==> src/rtl/riscv_div32.sv <==
// riscv_div32: multi-cycle RISC-V DIV/DIVU/REM/REMU unit using restoring
// division, one quotient bit per clock.
// Optional macro DIV_EARLY_OUT_EN: divide-by-zero and signed overflow skip
// the iterative phase and finish one cycle after acceptance.
//
// Handshake: an operation is accepted on a rising edge where
// in_valid && in_ready. A result is consumed on a rising edge where
// out_valid && out_ready. result is stable while out_valid is high.
// Nothing is accepted on the edge that consumes a result.
module riscv_div32 #(
  parameter int WIDTH = 32
) (
  input  logic             clk,
  input  logic             reset,
  input  logic             in_valid,
  output logic             in_ready,
  input  logic [WIDTH-1:0] srca,
  input  logic [WIDTH-1:0] srcb,
  input  logic [1:0]       divop,
  output logic             out_valid,
  input  logic             out_ready,
  output logic [WIDTH-1:0] result,
  output logic             busy,
  output logic [1:0]       dbg_state
);

  localparam int CW = $clog2(WIDTH);
  localparam logic [CW-1:0]    LAST     = CW'(WIDTH - 1);
  localparam logic [CW-1:0]    ONE_CNT  = CW'(1);
  localparam logic [WIDTH-1:0] ONE      = WIDTH'(1);
  localparam logic [WIDTH-1:0] MOST_NEG = {1'b1, {(WIDTH-1){1'b0}}};

  typedef enum logic [1:0] {
    IDLE = 2'd0,
    CALC = 2'd1,
    DONE = 2'd2
  } state_t;

  state_t state, next_state;

  logic [CW-1:0]    cnt;
  logic [WIDTH-1:0] quot_r;   // dividend magnitude shifting out, quotient shifting in
  logic [WIDTH-1:0] rem_r;    // partial remainder
  logic [WIDTH-1:0] dvsr_r;   // divisor magnitude
  logic [WIDTH-1:0] orig_a;   // original dividend, for div-by-zero and overflow results
  logic             op_rem;
  logic             neg_q;
  logic             neg_r;
  logic             div0;
  logic             ovf;

  // Operand decode, used only on the acceptance edge
  logic             in_signed, in_sa, in_sb, in_div0, in_ovf, early;
  logic [WIDTH-1:0] in_amag, in_bmag;

  assign in_signed = ~divop[0];
  assign in_sa     = in_signed & srca[WIDTH-1];
  assign in_sb     = in_signed & srcb[WIDTH-1];
  assign in_amag   = in_sa ? (~srca + ONE) : srca;
  assign in_bmag   = in_sb ? (~srcb + ONE) : srcb;
  assign in_div0   = (srcb == '0);
  assign in_ovf    = in_signed & (srca == MOST_NEG) & (srcb == '1);

`ifdef DIV_EARLY_OUT_EN
  assign early = in_div0 | in_ovf;
`else
  assign early = 1'b0;
`endif

  // One restoring step: shift in the next dividend bit, trial-subtract
  logic [WIDTH:0] shifted, diff;
  assign shifted = {rem_r, quot_r[WIDTH-1]};
  assign diff    = shifted - {1'b0, dvsr_r};

  // Sign fixes and special-case selection applied on entry to DONE
  logic [WIDTH-1:0] q_fix, r_fix, final_res;
  assign q_fix = neg_q ? (~quot_r + ONE) : quot_r;
  assign r_fix = neg_r ? (~rem_r + ONE) : rem_r;
  assign final_res = op_rem ? (div0 ? orig_a : (ovf ? '0 : r_fix))
                            : (div0 ? '1     : (ovf ? orig_a : q_fix));

  assign dbg_state = state;

  // State register
  always_ff @(posedge clk) begin
    if (reset) state <= IDLE;
    else       state <= next_state;
  end

  // Next-state and handshake outputs
  always_comb begin
    next_state = state;
    in_ready   = 1'b0;
    busy       = 1'b1;
    case (state)
      IDLE: begin
        in_ready = 1'b1;
        busy     = 1'b0;
        if (in_valid) next_state = early ? DONE : CALC;
      end
      CALC: if (cnt == LAST) next_state = DONE;
      DONE: if (out_valid && out_ready) next_state = IDLE;
      default: next_state = IDLE;
    endcase
  end

  // Datapath: capture, iterate, finalize and hold the result
  always_ff @(posedge clk) begin
    if (reset) begin
      cnt       <= '0;
      quot_r    <= '0;
      rem_r     <= '0;
      dvsr_r    <= '0;
      orig_a    <= '0;
      op_rem    <= 1'b0;
      neg_q     <= 1'b0;
      neg_r     <= 1'b0;
      div0      <= 1'b0;
      ovf       <= 1'b0;
      result    <= '0;
      out_valid <= 1'b0;
    end else begin
      case (state)
        IDLE: begin
          cnt <= '0;
          if (in_valid) begin
            quot_r <= in_amag;
            rem_r  <= '0;
            dvsr_r <= in_bmag;
            orig_a <= srca;
            op_rem <= divop[1];
            neg_q  <= in_sa ^ in_sb;
            neg_r  <= in_sa;
            div0   <= in_div0;
            ovf    <= in_ovf;
          end
        end
        CALC: begin
          cnt <= (cnt == LAST) ? '0 : cnt + ONE_CNT;
          if (!diff[WIDTH]) begin
            rem_r  <= diff[WIDTH-1:0];
            quot_r <= {quot_r[WIDTH-2:0], 1'b1};
          end else begin
            rem_r  <= shifted[WIDTH-1:0];
            quot_r <= {quot_r[WIDTH-2:0], 1'b0};
          end
        end
        DONE: begin
          if (!out_valid) begin
            result    <= final_res;
            out_valid <= 1'b1;
          end else if (out_ready) begin
            out_valid <= 1'b0;
          end
        end
        default: out_valid <= 1'b0;
      endcase
    end
  end

endmodule

==> config.mk <==
export PLATFORM = sky130hd
export DESIGN_NAME = riscv_div32
export DESIGN_NICKNAME = d
export VERILOG_FILES = /design/src/rtl/riscv_div32.sv
export SDC_FILE = /design/constraint.sdc
export NUM_CORES = 1
export LEC_CHECK = 0
export CAP_MARGIN = 10
export CORE_MARGIN = 2
export CORE_UTILIZATION = 53
export CTS_CLUSTER_SIZE = 20
export DETAILED_ROUTE_END_ITERATION = 6
export GPL_ROUTABILITY_DRIVEN = 0
export PLACE_DENSITY = 0.85
export RECOVER_POWER = 25
export SYNTH_ARGS = -nofsm -noshare
export SYNTH_HDL_FRONTEND = slang
export SYNTH_SLANG_ARGS = --single-unit
==> constraint.sdc <==
create_clock -name clk -period 3.3 [get_ports clk]
set_input_delay 0.33 -clock clk [delete_from_list [all_inputs] [get_ports clk]]
set_output_delay 0.33 -clock clk [all_outputs]
set_load 0.02 [all_outputs]
# Yosys cells after proc, flatten, opt, wreduce, memory -nomap -nowiden
# Cells that the tools add are included.
[op_classes]
magnitude_cmp = 0
n_reduce_logical = 9
mux = 26
div = 0
n_eq_ne = 8
n_mul = 0
shifts = 0
add_sub_neg = 6
n_bitwise = 11
[ops]
columns = ["op", "count"]
rows = [
  ["two-way mux 32 bit", 12],
  ["adder 32 x 1 -> 32 bit, second input constant", 4],
  ["NOT 32 bit", 4],
  ["one-hot mux 32 bit (2 select lines)", 2],
  ["equality test 32 bit, second input constant", 2],
  ["subtractor 33 x 32 -> 33 bit", 1],
  ["logical NOT 32 bit", 1],
  ["one-hot mux 5 bit (2 select lines)", 1],
  ["two-way mux 2 bit", 3],
  ["!= test 2 bit, second input constant", 3],
  ["one-hot mux 2 bit (3 select lines)", 1],
  ["AND reduction 2 bit", 3],
  ["adder 5 x 1 -> 5 bit, second input constant", 1],
  ["equality test 5 bit, second input constant", 1],
  ["two-way mux 1 bit", 5],
  ["two-way mux 5 bit", 1],
  ["bitwise AND 1 bit", 4],
  ["AND reduction 3 bit", 1],
  ["equality test 2 x 1 -> 1 bit, second input constant", 1],
  ["equality test 2 bit, second input constant", 1],
  ["logical NOT 2 bit", 1],
  ["NOT 1 bit", 2],
  ["one-hot mux 1 bit (2 select lines)", 1],
  ["nonzero test 2 bit", 1],
  ["other kinds (3)", 3],
]
[word_totals]
mem_count = 0
regBits = 173
out_inout_bits = 37
inputBits = 70
mem_bits_rw = 0
word_cells = 73
latchBits = 0
rom_bits = 0

# Depth between registers and ports, before layout
[logic_depth]
depth_word = 6
ltp_mapped = 14
mapped_depth_nobuf = 13

# Least setup slack after synthesis
# OpenSTA, ideal clock, no wires.
[synth_path]
path_type = "reg2reg"
startpoint = "reg quot_r[31]"
endpoint = "reg rem_r[6]"
required_time_ns = 3.172
period_less_slack_ns = 3.172
t_arrival_ns = 3.044
stages_incl_launch_ff = 15
path_buffers = 1
path_slack_ns = 0.128
path_cell_list = "dfxtp_1 inv_1 ha_1 fa_1 nor2b_1 o31a_1 o211ai_1 a21oi_1 or2_2 a21oi_1 o31ai_2 xor2_2 buf_2 mux2i_1 o21ai_0"
[synth_between]
elab_chain_cells = 3
[synth_lines]
columns = ["item", "line", "text"]
rows = [
  ["start, declared", "42", "logic [WIDTH-1:0] quot_r;"],
  ["start signal, assigned", "127", "quot_r <= in_amag;"],
  ["start signal, assigned", "142", "quot_r <= {quot_r[WIDTH-2:0], 1'b1};"],
  ["start signal, assigned", "145", "quot_r <= {quot_r[WIDTH-2:0], 1'b0};"],
  ["subtractor 33 x 32 -> 33 bit", "73", "assign diff = shifted - {1'b0, dvsr_r};"],
  ["two-way mux 32 bit", "140", "if (!diff[WIDTH]) begin"],
  ["one-hot mux 32 bit (2 select lines)", "123", "case (state)"],
  ["end signal, assigned", "141", "rem_r <= diff[WIDTH-1:0];"],
  ["end signal, assigned", "144", "rem_r <= shifted[WIDTH-1:0];"],
  ["end, declared", "43", "logic [WIDTH-1:0] rem_r;"],
]
# Every way passes these cells.
# A chain may end at the register's enable or synchronous reset.

# Final worst setup path
[layout_path]
startpoint = "reg quot_r[31]"
endpoint = "reg rem_r[31]"
# Same word-level chain as after synthesis.

==> flow_summary.ini <==
[status]
outcome = complete, but fails checks
failed_checks = DRC, setup timing

[die]
io_pins = 107
die_y_um = 150
die_area_um2 = 22600
start_util_pct = 54.0
coreArea_um2 = 21000
fp.dieW_um = 150
rows = 53

[detailed_routing]
routedWlPerCell_um = 18.9
dr.pass1.iters = 7
drt_wl_total_um = 35000
drtAntennaViolNets = 0
drc = 32
vias = 11900
drtIter0Drc = 1645
viasPerCell = 6.43

[logic_synthesis]
ys_top_cells_by_count = 182 x nand2_1, 173 x dfxtp_1, 149 x nor2_1
ys_seq_elements = 173
synth.cell_area_um2 = 11400
synth_cells = 1466
yosysSeqAreaShare_pct = 30.5
async_flop_share_pct = 0
synthTopCellsByArea = dfxtp_1 30%, nand2_1 6.0%, xor2_1 5.5%, xnor2_1 5.3%, a21oi_1 5.2%
synth_ff_type = dfxtp_1
synth_top_cell_by_area = dfxtp_1
yosysUniqueCellTypes = 78
yosys.cell_count.top_type = nand2_1
synth_nets = 1576
synth_top_area_share_pct = 30.5
synth_edf_count = 0
syn_avg_cell_area_um2 = 7.75
ys_warn_count = 0

[setup_path]
r2r-end = rem_r[31]$_SDFFE_PP0P_
crit_fanout = 8
crit_path_start = quot_r[31]$_SDFFE_PP0P_
r2r-start = quot_r[31]$_SDFFE_PP0P_
start_kind = flop
worstSetupPathType = flop to flop
critPathCapture = rem_r[31]$_SDFFE_PP0P_
setup.worst_path.end_class = flop
r2r_slack_ns = -0.03
cp.required_ns = 3.66
cp.arrival_ns = 3.69
ff2ff_path_depth = 15

[cells_and_area]
nNetsFinal = 1673
area_growth_pct = 20.3
drive_gt1_share_pct = 8.57
design_area_um2 = 13700
finalNonFillerCells = 1851
antenna_cells = 0

[sta]
slew_violations = 0
final.setup_skew_ns = 0.0108
tightest_slew_ns = 1.46
slew_headroom_pct = 2.89
fmax_ghz = 0.300
setup_viol = 2
layout_setup_ws_ns = -0.0308
hold_violations = 0
period_share_pct = 101
rsz0062_at_grt = true
fin_crit_ns = 3.33

[clock_tree]
clock_sinks = 173
h-tree-depth = 4
cts_tree = yes
clock_latency_ns = 0.44
cts_buffer_depth = 2
clkTransAtPathRegs_ns = 0.07
cts_hold_repair.buffers = 0
cts-root-buf = clkbuf_16
cts_made_buffers = 17

[placed_design]
place_inst = 1810
dp_hpwl_um = 24900
numPortBuffers = 106
placed_area_um2 = 12900

[grt]
grt_max_degree = 78
grt_usage_pct = 29.8
grt_pass1_wl_um = 53900
grt_pass1_vias = 10700
antenna_found_initial = 0
grt-ovfl-total = 0

[power]
ir_worst_vdd_uv = 346
powerDensity_nw_per_um2 = 443
p_leak_nw = 5.18

[hold_path]
hold_class = input port to flop
holdPathStages = 2

[job]
drv_cap = 0
==> registers in the layout (all words and copies together) (netlist names) <==
register and count:
op_rem 1, div0 1, dbg_state 2, out_valid 1, ovf 1, orig_a 32
quot_r 32, dvsr_r 32, cnt 5, neg_r 1, neg_q 1, result 32
rem_r 32
==> layer usage <==
| metal | GRT usage (%) | vias up | part of all wire, % |
|---|---|---|---|
| met4 | 11.5 | 0 | 3.9 |
| met1 | 40.2 | 5559 | 41 |
| met5 | 0 | - | 0 |
| met3 | 7.21 | 123 | 11 |
| li1 | - | 5535 | - |
| met2 | 45.9 | 681 | 44 |
==> critical path: stages, from the launching register on <==
cell and delay (ns):
dfxtp_2 0.33, inv_2 0.04, ha_2 0.19, fa_2 0.36, nor2b_1 0.15, o31a_1 0.18
o211ai_1 0.19, a21oi_2 0.27, or2_4 0.19, a21oi_4 0.07, o31ai_4 0.35, xor2_4 0.24
buf_6 0.13, buf_12 0.14, nand2_1 0.15, o21ai_0 0.27
==> logic make-up (layout without fill, tap and decap cells) <==
logic type	Yosys count	after routing	share of synthesized area, %
compound gates	449	449	26.7
xor+xnor	141	141	10.9
mux	31	31	2.75
flops	173	173	30.5
buf+inv	146	256	4.95
fa+ha+maj	40	40	4.47
simple gates	486	486	19.7
==> through the flow <==
stage / setup slack, ns / util [%] / power [mW] / hold WS [ns] / setup TNS (ns)
2_1_floorplan: 0.128 / - / 3.35 / 0.432 / 0
6_report: -0.0308 / 65.0 / 6.05 / 0.413 / -0.0477
5_1_grt: -0.151 / 65.0 / 6.26 / 0.439 / -3.06
4_1_cts: 0.00420 / 64.3 / 5.91 / 0.405 / 0
3_3_place_gp: 0.0283 / 61.2 / 3.78 / 0.441 / 0
3_5_place_dp: -0.112 / 61.2 / 3.82 / 0.451 / -0.199
==> repair_timing <==
item	4_1_cts	5_1_grt
gates resized for setup	3	27
buffers inserted	1	6
pin swaps	4	8
gates cloned	1	2
endpoints found under the setup margin	29	36
==> cell type report <==
| class | count | area, um^2 |
|---|---|---|
| clock buffers | 17 | 425 |
| fillers | 1653 | 7350 |
| flip-flops and latches | 173 | 3470 |
| repair buffers | 169 | 1610 |
| well taps | 275 | 344 |
| inverters | 55 | 206 |
| multi-input cells | 1147 | 7430 |
| clock inverters | 15 | 185 |
==> placed cells by master (no fill, tap or decap), types with 6 or more instances in the layout <==
cell,count
a211oi_1,39
a21o_1,14
a21oi_1,116
a222oi_1,33
a22oi_1,9
a2bb2oi_1,6
a311oi_1,14
and3_1,6
buf_4,56
clkbuf_16,19
clkdlybuf4s50_1,72
dfxtp_1,171
dlygate4sd3_1,33
ha_1,38
inv_1,53
mux2i_1,27
nand2_1,182
nand2b_1,20
nand3_1,15
nand4_1,12
nor2_1,149
nor2b_1,12
nor3_1,25
nor4_1,9
o21ai_0,86
o21ai_1,10
o22ai_1,20
o31ai_1,21
o41ai_1,15
or3_1,21
or4_1,9
xnor2_1,69
xor2_1,71
==> power by group <==
group	switching [mW]	internal [mW]	total, mW
registers	0.117	2.19	2.31
clock network	0.901	1.20	2.10
logic	0.933	0.702	1.63
==> worst min-delay path by stage <==
stage	start	end	slack [ns]
CTS	reset	quot_r[4]$_SDFFE_PP0P_	0.40
detailed placement	dvsr_r[15]$_SDFFE_PP0P_	dvsr_r[15]$_SDFFE_PP0P_	0.45
global placement	result[25]$_SDFFE_PP0P_	result[25]$_SDFFE_PP0P_	0.44
global route	reset	cnt[2]$_SDFFE_PP0P_	0.44
floorplan	dvsr_r[15]$_SDFFE_PP0P_	dvsr_r[15]$_SDFFE_PP0P_	0.43
finish	reset	cnt[2]$_SDFFE_PP0P_	0.41
Note: power is estimated with default switching activity, not from simulation.
